### src/rtl/mem_arbiter_pkg.sv
// Shared encodings and the IO-region predicate for the byte-serial memory arbiter.
package mem_arbiter_pkg;

  typedef enum logic [2:0] {
    IDLE   = 3'd0,
    LSB_RD = 3'd1,
    LSB_WR = 3'd2,
    IC_RD  = 3'd3,
    DONE   = 3'd4
  } state_t;

  localparam logic READ  = 1'b0;
  localparam logic WRITE = 1'b1;

  localparam logic [2:0] LEN_BYTE = 3'd1;
  localparam logic [2:0] LEN_HALF = 3'd2;
  localparam logic [2:0] LEN_WORD = 3'd4;

  localparam logic [7:0] NULL8 = 8'h00;

  // IO accesses hit a fixed device register, so every beat reuses the base address.
  function automatic logic io_region(input logic [1:0] addr_17_16);
    return addr_17_16 == 2'b11;
  endfunction

endpackage

### src/rtl/mem_arbiter.sv
// Byte-serial arbiter of LSB and icache onto one byte-wide RAM/IO port; LSB wins ties.
// Latency: read N bytes -> done N+2 cycles after accept, write -> N+1 plus IO stalls; io_buffer_full holds IO write beats, rdy=0 freezes everything.
module mem_arbiter
  import mem_arbiter_pkg::*;
#(
  parameter int ADDR_W        = 32,
  parameter int LINE_BYTES    = 16,
  parameter int MAX_LSB_BYTES = 4
) (
  input  logic                       clk,
  input  logic                       rst,
  input  logic                       rdy,
  input  logic                       clr,
  input  logic                       lsb_valid,
  input  logic                       lsb_write,
  input  logic [ADDR_W-1:0]          lsb_addr,
  input  logic [2:0]                 lsb_len,
  input  logic [8*MAX_LSB_BYTES-1:0] lsb_wdata,
  output logic                       lsb_done,
  output logic [8*MAX_LSB_BYTES-1:0] lsb_rdata,
  input  logic                       ic_valid,
  input  logic [ADDR_W-1:0]          ic_addr,
  output logic                       ic_done,
  output logic [8*LINE_BYTES-1:0]    ic_rdata,
  input  logic                       io_buffer_full,
  output logic [ADDR_W-1:0]          mem_a,
  output logic [7:0]                 mem_dout,
  input  logic [7:0]                 mem_din,
  output logic                       mem_wr
);

  localparam int OFF_W = $clog2(LINE_BYTES);
  localparam int CNT_W = OFF_W + 1;
  localparam logic [ADDR_W-1:0] LINE_MASK = ~ADDR_W'(LINE_BYTES - 1);

  state_t                     state_q, state_d;
  logic [CNT_W-1:0]           cnt_q, cnt_d, len_q, len_d;
  logic [CNT_W-1:0]           lsb_n, nxt;
  logic [ADDR_W-1:0]          base_q, base_d, addr_q, addr_d, nxt_addr;
  logic [8*MAX_LSB_BYTES-1:0] wdata_q, wdata_d;
  logic [7:0]                 dout_q, dout_d;
  logic [8*LINE_BYTES-1:0]    line_q, line_d;
  logic                       lsb_own_q, lsb_own_d, dir_q, dir_d;
  logic                       io_base, stall, accept_lsb, accept_ic, last_beat;
  logic [OFF_W-1:0]           cap_idx;

  assign io_base    = io_region(base_q[17:16]);
  assign stall      = (state_q == LSB_WR) && io_base && io_buffer_full;
  assign nxt        = cnt_q + CNT_W'(1);
  assign nxt_addr   = io_base ? base_q : base_q + ADDR_W'(nxt);
  assign last_beat  = (nxt == len_q);
  assign cap_idx    = OFF_W'(cnt_q - CNT_W'(1));
  assign accept_lsb = !clr && lsb_valid;
  assign accept_ic  = !clr && !lsb_valid && ic_valid;

  always_comb begin
    if (lsb_len == 3'd0) begin
      lsb_n = CNT_W'(LEN_BYTE);
    end else if (32'(lsb_len) > MAX_LSB_BYTES) begin
      lsb_n = CNT_W'(MAX_LSB_BYTES);
    end else begin
      lsb_n = CNT_W'(lsb_len);
    end
  end

  always_ff @(posedge clk or negedge rst) begin
    if (!rst) begin
      state_q   <= IDLE;
      cnt_q     <= '0;
      len_q     <= '0;
      base_q    <= '0;
      addr_q    <= '0;
      wdata_q   <= '0;
      dout_q    <= NULL8;
      line_q    <= '0;
      lsb_own_q <= 1'b0;
      dir_q     <= READ;
    end else begin
      state_q   <= state_d;
      cnt_q     <= cnt_d;
      len_q     <= len_d;
      base_q    <= base_d;
      addr_q    <= addr_d;
      wdata_q   <= wdata_d;
      dout_q    <= dout_d;
      line_q    <= line_d;
      lsb_own_q <= lsb_own_d;
      dir_q     <= dir_d;
    end
  end

  always_comb begin
    state_d = state_q;
    if (rdy) begin
      case (state_q)
        IDLE: begin
          if (accept_lsb)     state_d = lsb_write ? LSB_WR : LSB_RD;
          else if (accept_ic) state_d = IC_RD;
        end
        LSB_RD, IC_RD: begin
          if (clr)                 state_d = IDLE;
          else if (cnt_q == len_q) state_d = DONE;
        end
        LSB_WR: begin
          if (!stall && last_beat) state_d = DONE;
        end
        default: state_d = IDLE;
      endcase
    end
  end

  always_comb begin
    cnt_d     = cnt_q;
    len_d     = len_q;
    base_d    = base_q;
    addr_d    = addr_q;
    wdata_d   = wdata_q;
    dout_d    = dout_q;
    line_d    = line_q;
    lsb_own_d = lsb_own_q;
    dir_d     = dir_q;
    if (rdy) begin
      case (state_q)
        IDLE: begin
          if (accept_lsb || accept_ic) begin
            // Clearing the line buffer is what zero-extends short LSB loads.
            cnt_d     = '0;
            line_d    = '0;
            lsb_own_d = accept_lsb;
            dir_d     = accept_lsb ? lsb_write : READ;
            wdata_d   = lsb_wdata;
            len_d     = accept_lsb ? lsb_n : CNT_W'(LINE_BYTES);
            base_d    = accept_lsb ? lsb_addr : (ic_addr & LINE_MASK);
            addr_d    = base_d;
            dout_d    = (accept_lsb && lsb_write) ? lsb_wdata[7:0] : NULL8;
          end
        end
        LSB_RD, IC_RD: begin
          if (clr) begin
            addr_d = '0;
          end else begin
            // mem_din carries the byte of the previous beat.
            if (cnt_q != '0) line_d[{cap_idx, 3'b000} +: 8] = mem_din;
            cnt_d  = nxt;
            addr_d = (nxt < len_q) ? nxt_addr : '0;
          end
        end
        LSB_WR: begin
          if (!stall) begin
            if (last_beat) begin
              addr_d = '0;
              dout_d = NULL8;
            end else begin
              cnt_d  = nxt;
              addr_d = nxt_addr;
              dout_d = 8'(wdata_q >> {nxt, 3'b000});
            end
          end
        end
        default: ;
      endcase
    end
  end

  always_comb begin
    mem_a     = addr_q;
    mem_dout  = dout_q;
    mem_wr    = rdy && (state_q == LSB_WR) && !stall;
    lsb_done  = rdy && (state_q == DONE) && lsb_own_q && !(clr && dir_q == READ);
    ic_done   = rdy && (state_q == DONE) && !lsb_own_q && !clr;
    lsb_rdata = line_q[8*MAX_LSB_BYTES-1:0];
    ic_rdata  = line_q;
  end

endmodule

### config.mk
export PLATFORM = sky130hd
export DESIGN_NAME = mem_arbiter
export DESIGN_NICKNAME = d
export VERILOG_FILES = /design/src/rtl/mem_arbiter_pkg.sv /design/src/rtl/mem_arbiter.sv
export SDC_FILE = /design/constraint.sdc
export NUM_CORES = 1
export LEC_CHECK = 0
export ABC_CLOCK_PERIOD_IN_PS = 7100
export BUFFER_PORTS_ARGS = -buffer_cell sky130_fd_sc_hd__buf_2
export CORE_MARGIN = 5
export CORE_UTILIZATION = 57
export CTS_CLUSTER_SIZE = 40
export DETAILED_ROUTE_END_ITERATION = 16
export GPL_TIMING_DRIVEN = 0
export PLACE_DENSITY = 0.9
export SYNTH_ARGS = -nofsm -noshare
export SYNTH_HDL_FRONTEND = slang
export SYNTH_SLANG_ARGS = --single-unit
### constraint.sdc
create_clock -name clk -period 7.1 [get_ports clk]
set_clock_uncertainty 0.2 [all_clocks]
set_input_delay 0.71 -clock clk [delete_from_list [all_inputs] [get_ports clk]]
set_output_delay 0.71 -clock clk [all_outputs]
set_load 0.01 [all_outputs]
Yosys cells after proc, flatten, opt, wreduce, memory -nomap -nowiden

Cells that the tools add are included.

Bits in registers: 247
Input bits: 115
Logic and storage cells: 103

Add/subtract/negate cells: 4
Mux-type cells: 34
Equality and inequality tests: 15
Shift-type cells: 3
Magnitude comparators: 2
Bitwise logic cells: 1
Reductions and logical operators: 34

Operator list:

| kind                                                  | number |
|---|---|
| 2-to-1 mux 128 bit                                    | 3 |
| case mux 128 bit (2 select lines)                     | 1 |
| 2-to-1 mux 32 bit                                     | 7 |
| bitwise mux 128 bit                                   | 1 |
| variable shift 8 x 9 -> 128 bit, first input constant | 1 |
| variable part select 8 x 9 -> 128 bit                 | 1 |
| case mux 32 bit (3 select lines)                      | 1 |
| adder 32 x 5 -> 32 bit                                | 1 |
| 2-to-1 mux 8 bit                                      | 4 |
| >> shifter 32 x 8 -> 8 bit                            | 1 |
| 2-to-1 mux 5 bit                                      | 5 |
| 2-to-1 mux 3 bit                                      | 7 |
| case mux 8 bit (2 select lines)                       | 1 |
| logical AND 1 bit                                     | 15 |
| case mux 5 bit (3 select lines)                       | 1 |
| AND reduction 4 bit                                   | 3 |
| == test 5 bit                                         | 2 |
| inequality test 2 bit, second input constant          | 5 |
| negation 7 -> 9 bit                                   | 1 |
| case mux 3 bit (3 select lines)                       | 1 |
| == test 3 x 2 -> 1 bit, second input constant         | 2 |
| zero test 3 bit                                       | 2 |
| inequality test 3 bit, second input constant          | 2 |
| AND reduction 6 bit                                   | 1 |
| other kinds (19)                                      | 24 |

Depth between registers and ports, before layout

Depth in word-level cells: 7
Gate-level depth with buffers: 12

Worst setup path after synthesis

No wires, ideal clock.

Path type: register to register
Start point: register cnt_q[0]
End point: register addr_q[16] (netlist: mem_a[16])
Path buffers: 0
Setup time: 0.121 ns
Path slack: 4.223 ns
Stages on the path, launching flop included: 10
Period minus slack after synthesis: 2.877 ns
Arrival time: 2.556 ns
Path through: dfrtp_1 inv_1 ha_1 fa_1 a32o_1 nor3_1 nor4_1 or2_2 a31oi_1 nor2_1

Word-level cells in the longest chain between the ends: 6
Elaborated cells between the ends (all ways): 10
Classes of those cells: add/sub: 2; order compare: 1; eq/ne: 1; mux: 6

Ends and longest elaborated chain:

| what                                 | RTL line                               | text |
|---|---|---|
| start, declared                      | mem_arbiter.sv:37                      | `logic [CNT_W-1:0] cnt_q, cnt_d, len_q, len_d;` |
| start signal, assigned               | mem_arbiter.sv:80                      | `cnt_q <= cnt_d;` |
| adder 5 x 1 -> 5 bit *               | mem_arbiter.sv:49                      | `assign nxt = cnt_q + CNT_W'(1);` |
| adder 32 x 5 -> 32 bit               | mem_arbiter.sv:50                      | `assign nxt_addr = io_base ? base_q : base_q + ADDR_W'(nxt);` |
| 2-to-1 mux 32 bit                    | mem_arbiter.sv:50                      |  |
| 2-to-1 mux 32 bit (on tied branches) | mem_arbiter.sv:150, mem_arbiter.sv:145 |  |
| 2-to-1 mux 32 bit (on tied branches) | mem_arbiter.sv:149, mem_arbiter.sv:139 |  |
| case mux 32 bit (3 select lines) *   | mem_arbiter.sv:123                     | `case (state_q)` |
| end signal, assigned                 | mem_arbiter.sv:83                      | `addr_q <= addr_d;` |
| end, declared                        | mem_arbiter.sv:39                      | `logic [ADDR_W-1:0] base_q, base_d, addr_q, addr_d, nxt_addr;` |

Mark *: on every way between the ends. The rest lies on a longest branch, timed or not. The select of a mux whose other input is x is not followed.
A chain may end at the register's enable or synchronous reset.

Worst setup path after layout

Start point: register cnt_q[0]
End point: register addr_q[12] (netlist: mem_a[12])

Same word-level chain as after synthesis.

==> flow_metrics.py <==
metrics = {
    "outcome": {
        "outcome": "completed",
    },
    "clock_tree": {
        "cts_buffers": 25,
        "cts_sinks": 246,
        "clk_latency_ns": 0.53,
        "cts_max_path_buffers": 3,
        "ctsResizeCount": 0,
        "cts.htree.levels": 1,
        "cts_tree": "done",
        "cts_setup_buffers": 0,
        "clk_pin_slew_ns": 0.07,
        "cts_hold_buf": 0,
        "root_buffer": "clkbuf_16",
    },
    "logic_synthesis": {
        "syn_area_mm2": 0.01146,
        "synth_top_family_by_area": "compound AO/OA/AOI/OAI gates",
        "yosys_warnings": 0,
        "synth-main-ff-cell": "dfrtp_1",
        "synth_async_sr_flop_share": 1.000,
        "synth.distinct_cells": 66,
        "syn_nets": 1202,
        "synth-adder-area-share": 0.01921,
        "yosysMostFrequentCell": "dfrtp_1",
        "synth_area_leaders": "dfrtp_1, a22o_1, nand2_1",
        "avgSynthCellArea_um2": 10.71,
        "synthMuxAreaShare": 0.04858,
        "synth-simple-area-share": 0.1304,
        "synth-compound-area-share": 0.1958,
        "synthCells": 1070,
        "synth-seq-area-share": 0.5371,
        "synth_top_area_cell": "dfrtp_1",
        "synth_top_area_frac": 0.5371,
        "synth_common_cells": "dfrtp_1, nand2_1, nor2_1, a22o_1, o21ai_0",
        "yosys_register_bits": 246,
        "synthXorXnorAreaFrac": 0.02227,
        "synth_enable_flop_cells": 0,
    },
    "die": {
        "rows": 51,
        "boundaryPins": 318,
        "die_area_mm2": 0.02304,
        "core_area_mm2": 0.01965,
        "die_x_um": 151.8,
        "die_y_um": 151.8,
        "start_util": 0.5832,
    },
    "timing": {
        "hold_viol": 0,
        "setup_viol": 0,
        "setup_tns_ns": 0,
        "min_period_ns": 3.618,
        "fin_crit_sh": 0.5096,
        "final_max_slew_viol_count": 0,
        "worst_slew_pin_slew_ns": 0.9019,
        "maxClockFrequency_mhz": 276.4,
        "relSlewSlack": 0.3937,
        "grt_setup_unrepaired": "no",
    },
    "critical_path": {
        "crit_path_end_kind": "flop",
        "path_class": "reg -> reg",
        "cp.arrival_ns": 3.82,
        "cp.required_ns": 7.30,
        "crit_fanout": 11,
        "critPathLaunchType": "flop",
        "regToRegSetupSlack_ns": 3.48,
    },
    "detailed_routing": {
        "firstDrtPassIters": 5,
        "drt_iter0_markers": 713,
        "drc": 0,
        "dr_total_vias": 10130,
        "final_antenna_net_count": 0,
        "vias_per_cell": 5.975,
        "wl_um": 33800,
        "wl_per_cell_um": 19.93,
    },
    "global_routing": {
        "antenna_found_initial": 2,
        "grt.total_usage": 0.2827,
        "grt_pass1_vias": 10170,
        "grt_first_pass_wirelength_um": 54320,
        "grt_max_degree": 125,
        "grt-ovfl-total": 0,
    },
    "power_and_ir_drop": {
        "ir_worst_vdd_mv": 0.2460,
        "leakage_uw": 0.007260,
        "cellPowerDensity_mw_per_mm2": 367.0,
    },
    "layout": {
        "stdcell_count": 1696,
        "area_growth_pct": 24.15,
        "regArea_mm2": 0.006156,
        "drive_gt1_frac": 0.3063,
        "nFillCells": 1412,
        "nNetsFinal": 1543,
        "multiInputGateArea_mm2": 0.004772,
    },
    "placement": {
        "dp_cells": 1649,
        "dp_hpwl_um": 24330,
        "port_buffers": 313,
        "gp_congestion": 0.8888,
    },
    "flow_run": {
        "max_cap_viol_count": 0,
    },
    "worst_hold_path": {
        "hold_path.class": "in -> async",
    },
}
routing by layer:
metal	up-vias	GRT usage	part of all wire	wire length (µm)
li1	4532	-	-	-
met1	4949	0.3637	0.39	13080
met2	556	0.4769	0.49	16600
met3	95	0.06475	0.087	2925
met4	2	0.09503	0.035	1174
met5	-	0	0.00041	14
final cells by class:
type / instances / share of cell area
Sequential cell: 246 / 0.4326
Multi-Input combinational cell: 718 / 0.3354
Timing Repair Buffer: 314 / 0.1127
Clock buffer: 36 / 0.05038
Buffer: 97 / 0.03517
Tap cell: 265 / 0.02330
Clock inverter: 10 / 0.007913
Inverter: 9 / 0.002374
Antenna cell: 1 / 0.0001759
metrics by stage:
| stage | setup WS, ns | power (µW) | util | instance area, µm² | hold slack [ns] |
|---|---|---|---|---|---|
| floorplan | 4.223 | 3225 | - | 11460 | 0.2144 |
| global placement | 0.9908 | 3783 | 0.6798 | 13360 | 0.2519 |
| detailed placement | 3.609 | 3869 | 0.6817 | 13400 | 0.2624 |
| CTS | 3.547 | 5216 | 0.7239 | 14230 | 0.08377 |
| global route | 3.286 | 5519 | 0.7240 | 14230 | 0.1416 |
| finish | 3.482 | 5222 | 0.7240 | 14230 | 0.03820 |
critical path: stages (launching register included):
cell and delay [ns]:
dfrtp_1 0.51, inv_1 0.31, ha_1 0.27, nor4b_1 0.51, o32ai_2 0.21, nand3_1 0.15
clkbuf_1 0.44, clkbuf_1 0.51, nor2_1 0.15, a21oi_1 0.13, o21ai_0 0.09
placed cells by master (no fill, tap or decap), types with 9 or more instances in the layout:
| cell type | synthesis | routed |
|---|---|---|
| clkbuf_16 | 0 | 25 |
| mux2i_1 | 32 | 32 |
| buf_4 | 32 | 32 |
| nand3_1 | 12 | 12 |
| inv_1 | 9 | 9 |
| ha_1 | 16 | 16 |
| dfrtp_1 | 246 | 246 |
| xnor2_1 | 12 | 12 |
| o2bb2ai_1 | 18 | 18 |
| clkbuf_1 | 49 | 55 |
| a32o_1 | 50 | 50 |
| nand2_1 | 169 | 169 |
| a21oi_1 | 40 | 40 |
| o21ai_0 | 72 | 72 |
| buf_2 | 13 | 325 |
| xor2_1 | 9 | 9 |
| nor2_1 | 87 | 87 |
| a22o_1 | 73 | 73 |
power breakdown:
group	total (µW)	switching, µW	internal (µW)	leakage [µW]
Clock	1330	552	777	0.000404
Sequential	2000	251	1750	0.00324
Combinational	1890	1190	698	0.00362
Total	5220	2000	3220	0.00726
flip-flops by register name, summed over array words and instances (netlist names):
signal	cells
lsb_own_q	1
cnt_q	5
dir_q	1
ic_rdata	128
mem_a	32
wdata_q	32
len_q	4
state_q	3
base_q	32
mem_dout	8
logic make-up after synthesis:
logic type	Yosys count
XOR/XNOR	24
AND/OR/NAND/NOR	333
adder cells (fa/ha/maj)	17
multiplexers	45
flip-flops	246
buffers and inverters	106
AO/OA/AOI/OAI	299
final timing paths:
path                                         start                       end  cells past startpoint
setup / recovery              cnt_q[0]$_DFFE_PN0P_     mem_a[12]$_DFFE_PN0P_                     10
hold / removal                                 rst  ic_rdata[23]$_DFFE_PN0P_                      1
setup reg to reg              cnt_q[0]$_DFFE_PN0P_     mem_a[12]$_DFFE_PN0P_                     10
hold reg to reg            wdata_q[13]$_DFFE_PN0P_   wdata_q[13]$_DFFE_PN0P_                      2
max in group asynchronous                      rst   wdata_q[10]$_DFFE_PN0P_                      2
min in group clk                     lsb_wdata[17]   wdata_q[17]$_DFFE_PN0P_                      3
(Power assumes the default switching activity.)
